`config.mk`:
```
export PLATFORM = sky130hd
export DESIGN_NAME = riscof_sim_ctrl
export DESIGN_NICKNAME = d
export VERILOG_FILES = /design/src/rtl/riscof_sim_pkg.sv /design/src/rtl/riscof_sim_cnt.sv /design/src/rtl/riscof_sim_ctrl.sv
export SDC_FILE = /design/constraint.sdc
export NUM_CORES = 1
export LEC_CHECK = 0
export BUFFER_PORTS_ARGS = -buffer_cell sky130_fd_sc_hd__buf_2
export CORE_AREA = 10 10 125 156
export CTS_CLUSTER_SIZE = 20
export DETAILED_ROUTE_END_ITERATION = 12
export DIE_AREA = 0 0 135 166
export GPL_ROUTABILITY_DRIVEN = 0
export HOLD_SLACK_MARGIN = 0.06
export PLACE_DENSITY = 0.81
export SKIP_CTS_REPAIR_TIMING = 1
export SLEW_MARGIN = 30
export SYNTH_ARGS = -nofsm -noshare
export SYNTH_HDL_FRONTEND = slang
export SYNTH_SLANG_ARGS = --single-unit
export TNS_END_PERCENT = 1
```
`constraint.sdc`:
```
create_clock -name clk_i -period 5.7 [get_ports clk_i]
set_input_delay 0.285 -clock clk_i [delete_from_list [all_inputs] [get_ports clk_i]]
set_output_delay 0.285 -clock clk_i [all_outputs]
set_load 0.03 [all_outputs]
```
`src/rtl/riscof_sim_pkg.sv`:
```
// riscof_sim_pkg: shared status/state encodings for the riscof simulation sequencer
package riscof_sim_pkg;
  localparam int STATUS_W = 3;
  typedef enum logic [STATUS_W-1:0] {
    ST_NONE     = 3'd0,
    ST_PASS     = 3'd1,
    ST_FAIL     = 3'd2,
    ST_EXIT_OK  = 3'd3,
    ST_EXIT_ERR = 3'd4,
    ST_TIMEOUT  = 3'd5
  } status_e;
  typedef enum logic [2:0] {
    S_HOLD,
    S_FETCH_WAIT,
    S_RUN,
    S_DRAIN,
    S_DONE
  } state_e;
endpackage

```
`src/rtl/riscof_sim_cnt.sv`:
```
// riscof_sim_cnt: loadable down-counter that parks at zero and flags it
//   clk_i      clock
//   load_i     load load_val_i (wins over en_i)
//   en_i       decrement while nonzero
//   load_val_i value to load
//   zero_o     counter is zero
module riscof_sim_cnt #(
  parameter int unsigned W = 32
) (
  input  logic         clk_i,
  input  logic         load_i,
  input  logic         en_i,
  input  logic [W-1:0] load_val_i,
  output logic         zero_o
);
  logic [W-1:0] cnt_q;
  always_ff @(posedge clk_i) begin
    cnt_q <= load_i ? load_val_i : (en_i && |cnt_q) ? cnt_q - W'(1) : cnt_q;
  end
  assign zero_o = ~|cnt_q;
endmodule

```
`src/rtl/riscof_sim_ctrl.sv`:
```
// riscof_sim_ctrl: core reset/fetch sequencer with watchdog, sticky status capture and drain window
//   clk_i, rst_ni   clock, synchronous active-low reset
//   max_cycles_i    watchdog limit in RUN cycles (0 = unlimited)
//   tests_passed_i, tests_failed_i, exit_valid_i, exit_value_i   events from the tb wrapper
//   core_rst_no, fetch_enable_o   core control to the tb wrapper
//   heartbeat_o     periodic one-cycle pulse while running
//   cycle_cnt_o     saturating count of completed RUN cycles
//   done_o, status_o, exit_value_o   sticky result
module riscof_sim_ctrl
  import riscof_sim_pkg::*;
#(
  parameter int unsigned RST_HOLD_CYCLES = 8,
  parameter int unsigned FETCH_DELAY     = 4,
  parameter int unsigned DRAIN_CYCLES    = 16,
  parameter int unsigned HEARTBEAT       = 10000,
  parameter int unsigned CNT_WIDTH       = 32
) (
  input  logic                 clk_i,
  input  logic                 rst_ni,
  input  logic [CNT_WIDTH-1:0] max_cycles_i,
  input  logic                 tests_passed_i,
  input  logic                 tests_failed_i,
  input  logic                 exit_valid_i,
  input  logic [31:0]          exit_value_i,
  output logic                 core_rst_no,
  output logic                 fetch_enable_o,
  output logic                 heartbeat_o,
  output logic [CNT_WIDTH-1:0] cycle_cnt_o,
  output logic                 done_o,
  output logic [STATUS_W-1:0]  status_o,
  output logic [31:0]          exit_value_o
);
  localparam logic SKIP_DRAIN = DRAIN_CYCLES == 0;
  localparam logic HB_EN = HEARTBEAT != 0;
  localparam logic [31:0] HOLD_LD = RST_HOLD_CYCLES - 1;
  localparam logic [31:0] FETCH_LD = FETCH_DELAY - 1;
  localparam logic [31:0] DRAIN_LD = SKIP_DRAIN ? 32'd0 : DRAIN_CYCLES - 1;
  localparam logic [31:0] HB_LD = HB_EN ? HEARTBEAT - 1 : 32'd0;
  state_e               state_q, state_d;
  status_e              status_q, status_d;
  logic [CNT_WIDTH-1:0] cnt_q;
  logic [CNT_WIDTH:0]   cnt_inc;
  logic [31:0]          exit_q, ph_val, hb_val;
  logic                 core_rst_q, fetch_q, hb_q, done_q;
  logic                 run, timeout, ph_load, ph_zero, hb_load, hb_zero;
  assign run = state_q == S_RUN;
  // One bit wider so the watchdog compare still works once the count saturates.
  assign cnt_inc = {1'b0, cnt_q} + {{CNT_WIDTH{1'b0}}, 1'b1};
  // >= rather than == so a limit lowered below the current count still trips.
  assign timeout = |max_cycles_i && cnt_inc >= {1'b0, max_cycles_i};
  always_comb begin
    status_d = tests_failed_i                   ? ST_FAIL     :
               (exit_valid_i && |exit_value_i)  ? ST_EXIT_ERR :
               exit_valid_i                     ? ST_EXIT_OK  :
               tests_passed_i                   ? ST_PASS     :
               timeout                          ? ST_TIMEOUT  : ST_NONE;
  end
  always_comb begin
    state_d = state_q == S_HOLD       ? (ph_zero ? S_FETCH_WAIT : S_HOLD) :
              state_q == S_FETCH_WAIT ? (ph_zero ? S_RUN : S_FETCH_WAIT) :
              state_q == S_RUN        ? (status_d == ST_NONE ? S_RUN : SKIP_DRAIN ? S_DONE : S_DRAIN) :
              state_q == S_DRAIN      ? (ph_zero ? S_DONE : S_DRAIN) : S_DONE;
  end
  // The phase timer is shared by HOLD, FETCH_WAIT and DRAIN; each entry reloads it.
  assign ph_load = !rst_ni || (state_q == S_HOLD && ph_zero) || (run && state_d == S_DRAIN);
  assign ph_val  = !rst_ni ? HOLD_LD : run ? DRAIN_LD : FETCH_LD;
  assign hb_load = !rst_ni || (state_d == S_RUN && (!run || hb_zero));
  assign hb_val  = rst_ni ? HB_LD : 32'd0;
  riscof_sim_cnt #(.W(32)) u_phase (
    .clk_i      (clk_i),
    .load_i     (ph_load),
    .en_i       (1'b1),
    .load_val_i (ph_val),
    .zero_o     (ph_zero)
  );
  riscof_sim_cnt #(.W(32)) u_heartbeat (
    .clk_i      (clk_i),
    .load_i     (hb_load),
    .en_i       (run),
    .load_val_i (hb_val),
    .zero_o     (hb_zero)
  );
  always_ff @(posedge clk_i) begin
    if (!rst_ni) begin
      state_q    <= S_HOLD;
      core_rst_q <= 1'b0;
      fetch_q    <= 1'b0;
      done_q     <= 1'b0;
      hb_q       <= 1'b0;
      cnt_q      <= '0;
      status_q   <= ST_NONE;
      exit_q     <= '0;
    end else begin
      state_q    <= state_d;
      core_rst_q <= state_d != S_HOLD;
      fetch_q    <= state_d == S_RUN || state_d == S_DRAIN;
      done_q     <= state_d == S_DONE;
      hb_q       <= HB_EN && run && state_d == S_RUN && hb_zero;
      if (run)
        cnt_q <= &cnt_q ? cnt_q : cnt_inc[CNT_WIDTH-1:0];
      else if (state_d == S_RUN)
        cnt_q <= '0;
      if (run && status_d != ST_NONE) begin
        status_q <= status_d;
        exit_q   <= (status_d == ST_EXIT_OK || status_d == ST_EXIT_ERR) ? exit_value_i : '0;
      end
    end
  end
  assign core_rst_no    = core_rst_q;
  assign fetch_enable_o = fetch_q;
  assign heartbeat_o    = hb_q;
  assign cycle_cnt_o    = cnt_q;
  assign done_o         = done_q;
  assign status_o       = status_q;
  assign exit_value_o   = exit_q;
endmodule

```
==> summary.md <==
The flow ran to the end, and the final reports show no timing, DRC or antenna violations. The slew at the pin with the worst max-slew slack came out at 952 ps. The tools report the maximum clock skew at final layout as 12.0 ps. The main flop type after synthesis was dfxtp_1. The net switching power was 0.524 mW. The number of H-tree branching levels is 4. The final max-slew violation count is 0, and the number of standard cells after synthesis is 929. The number of buffers and inverters on the critical path is 2. In this run the remaining antenna-violating nets after routing total 0.

The met1 demand-to-capacity share in global routing is 22.9%. The number of stages on the worst setup path came out at 16. The share of total power consumed by net switching is 22.8%, and the DRC violations left is 0. The clock period could shrink to 5120 ps. Upper clock frequency limit: 195 MHz. The number of violations of the max-capacitance limit was 0.

The area growth from synthesis to layout is 17.2%, and the die area is 22,400 µm². The placed instances occupy a cell area of 9310 µm². Net count after synthesis: 1,033. Final hold violation count: 0. The post-synthesis register bit count was 138. The tightest min-delay check is of the in -> reg type.

Cell internal power was estimated by the tool at 1.78 mW. For this design the ratio of total power to cell area is 233 nW/µm². Counting distinct cell types in the post-synthesis netlist gives 67. During synthesis, Yosys emitted a total of 0 warnings. TritonCTS created 17 clock buffers. The worst register-to-register path has a depth of 16. Counting flops with a built-in enable in the synthesized netlist gives 64.

The run gives 21,500 µm as the sum of routed wire length over all layers. The critical path is of the reg -> reg type. The tools report the share of the yosys chip area belonging to registers as 40.4%. Of the cells placed in the final design, the portion with a size suffix greater than 1 is 21.1%.

For this run the aggregate overflow at the end of global routing stands at 0. The logs give 53 for the number of placement rows and 615 for the DRC violation total after the first TritonRoute iteration. The finished layout holds 1,287 standard cells, fillers aside.

The run gives 58 as the maximum number of pins on one net before global-route repair. The global-route wire length before repair was 35,200 µm. Dividing the detail-routed wire length by the instance count gives 16.7 µm. The mean number of vias per cell was 5.72.

TritonCTS built the clock tree. Among all stages on the critical path, the largest delay is contributed by or4bb_1. Via count of the first global-routing pass: 7,215. The die height was 166 µm; the post-detailed-placement half-perimeter wirelength was 15,600 µm. Fill cells in the final layout number 1,417. Along the worst hold path, the cell count comes to 3. The run gives 51.1% as the starting density of the core.

In this design, the critical path's most frequently occurring cell is a21o_1. The fraction of synthesis flops using an asynchronous set or reset pin came out at 0%. STA classifies the critical path endpoint as a flop. At the end of the flow the core is filled with cells to 59.9%.

The die width was 135 µm; the static power due to leakage was 4.42 nW. The initial antenna violation count was 0; the post-placement setup slack was 601 ps. The maximum root-to-sink buffer count came out at 2. In this run the tightest slew margin relative to its limit is 36.4%. Met3 track demand over resource in global routing: 6.99%. The kind of cell with the highest combined delay on the critical path is simple AND/OR/NAND/NOR gates.

The mapped cell area was 8430 µm². Most used routing layer in global routing: met2. The library cells used most frequently in the layout, excluding fill and tap cells, are 138 x buf_2, 124 x nand2_1, 74 x dfxtp_1. The tools report the cell chosen for the clock root as clkbuf_16.

The aggregate global-route resource usage was 18.8%; the stage delay of the slowest cell on the critical path was 660 ps. Across the VDD grid, the largest voltage drop is 0.000166 V. The sequential power share was 46.9%. The count of buffers added on input and output ports is 139. In the final layout, the multi-input gates occupy 4720 µm².

The library cell used most frequently in the layout, excluding fill and tap cells, is buf_2. The logs give 1,158 for the final net count and 5 for the iteration count of the initial detailed-routing pass. The signal on the critical path passes through nand4_1 -> nor4_1 -> buf_4 -> nand3_1 -> nor2_1 -> nand3_1 -> xnor2_1 -> ha_1 -> a21o_1 -> a21o_1 -> a21o_1 -> a211o_1 -> or4bb_1 -> a211oi_4 -> buf_4 -> nor3_1. Of all nets on the critical path, the largest fanout is 24. The startpoint type of the worst setup path is a flop.

The worst path meets setup with 579 ps of slack. The number of placed instances, taps included, is 1,255. The clock share of power is 46.2%, and the clock net sink count is 138. In this run the mean area of a mapped cell was 9.08 µm². For met2 alone, demand over resource in global routing was 29.7%. Setup repair after global routing left no endpoint under its margin. After layout, the worst path uses 89.8% of the clock period. Per report_power, the combinational group accounts for 6.9% of the total. The later pin in the worst-skew pair is clocked with a latency of 420 ps. In this run the standard cell core region covers 16,500 µm². Setup violations remaining at the end of the flow were counted as 0. The routed layout has 7,364 vias. Summing all flip-flop and latch instances after layout gives 3400 µm². Data on the critical path arrives at its endpoint at 5270 ps.

The finished cells cover 9890 µm². For the worst setup path, the data required time is 5850 ps. 140 I/O pins were placed.

The tools report the setup TNS after final layout as 0 ps. 0 antenna diodes ended up in the layout. After clock tree synthesis, the clock-pin slew on the worst setup and hold paths is 60 ps.
## final cells by class
class	instances	share of cell area, %
Clock buffer	26	5.49
Clock inverter	6	0.304
Inverter	39	1.48
Multi-Input combinational cell	709	47.7
Sequential cell	138	34.4
Tap cell	220	2.78
Timing Repair Buffer	149	7.82
## per-layer routing
metal  vias to the layer above  wire, µm
li1                       3599         -
met1                      3432      9190
met2                       299      9890
met3                        34      2020
met4                         0       396
met5                         -         0
## sequential cells by signal, summed over array words and instances (netlist names)
signal,flops
core_rst_no,1
cycle_cnt_o,32
done_o,1
exit_value_o,32
fetch_enable_o,1
heartbeat_o,1
state_q,3
status_o,3
u_heartbeat.cnt_q,32
u_phase.cnt_q,32
## worst paths after layout
check | slack, ps | endpoint | startpoint
min | 120 | exit_value_o[3]$_SDFFE_PN0P_ | exit_value_i[3]
max | 580 | u_heartbeat.cnt_q[21]$_SDFFCE_PP0P_ | cycle_cnt_o[8]$_SDFFE_PN0P_
min reg2reg | 460 | exit_value_o[10]$_SDFFE_PN0P_ | exit_value_o[10]$_SDFFE_PN0P_
max reg2reg | 580 | u_heartbeat.cnt_q[21]$_SDFFCE_PP0P_ | cycle_cnt_o[8]$_SDFFE_PN0P_
## cell families after synthesis
family | after synthesis | share of synthesized area (%)
XOR/XNOR | 84 | 8.72
flip-flops | 138 | 40.4
buffers and inverters | 82 | 4.03
multiplexers | 34 | 4.04
AND/OR/NAND/NOR | 429 | 27.3
AO/OA/AOI/OAI | 127 | 10.4
adder cells (fa/ha/maj) | 35 | 5.19
## power groups by stage
stage,Combinational (mW),Clock (mW),Sequential [mW]
5_1_grt,0.177,1.12,1.08
3_3_place_gp,0.154,0,1.10
4_1_cts,0.158,1.08,1.08
3_5_place_dp,0.157,0,1.10
6_report,0.159,1.06,1.08
2_1_floorplan,0.104,0,1.10
## tightest hold or removal path, cell delays in order
cell and delay, ps:
buf_2 100, nand2_1 50, mux2i_1 50
## stage by stage
stage	power, mW	hold WS [ps]
floorplan	1.20	368
global placement	1.25	440
detailed placement	1.26	451
CTS	2.32	99.3
global route	2.38	111
finish	2.30	117
## synth_stat cells (5+ instances only)
master / instances / area share, %
or3_1: 9 / 0.67
clkbuf_1: 34 / 1.5
nor2_2: 14 / 1.0
or4_1: 8 / 0.71
nand3b_1: 9 / 0.80
a31oi_1: 9 / 0.67
nor3_2: 8 / 0.95
a21boi_0: 22 / 2.0
nor2b_1: 16 / 1.2
nand4_1: 17 / 1.3
nand2_1: 124 / 5.5
buf_2: 5 / 0.30
o21ai_0: 24 / 1.4
a22oi_1: 11 / 0.98
and4_1: 6 / 0.62
mux2i_1: 34 / 4.0
dfxtp_1: 74 / 18
nand3_1: 35 / 2.1
inv_1: 39 / 1.7
a21oi_1: 19 / 1.1
a21o_1: 7 / 0.62
edfxtp_1: 64 / 23
ha_1: 35 / 5.2
xnor2_1: 52 / 5.4
nor2_1: 52 / 2.3
nor4_1: 31 / 2.3
nor3_1: 59 / 3.5
and3_1: 11 / 0.82
xor2_1: 32 / 3.3
o21a_1: 8 / 0.71
Note: power is estimated with default switching activity, not from simulation.
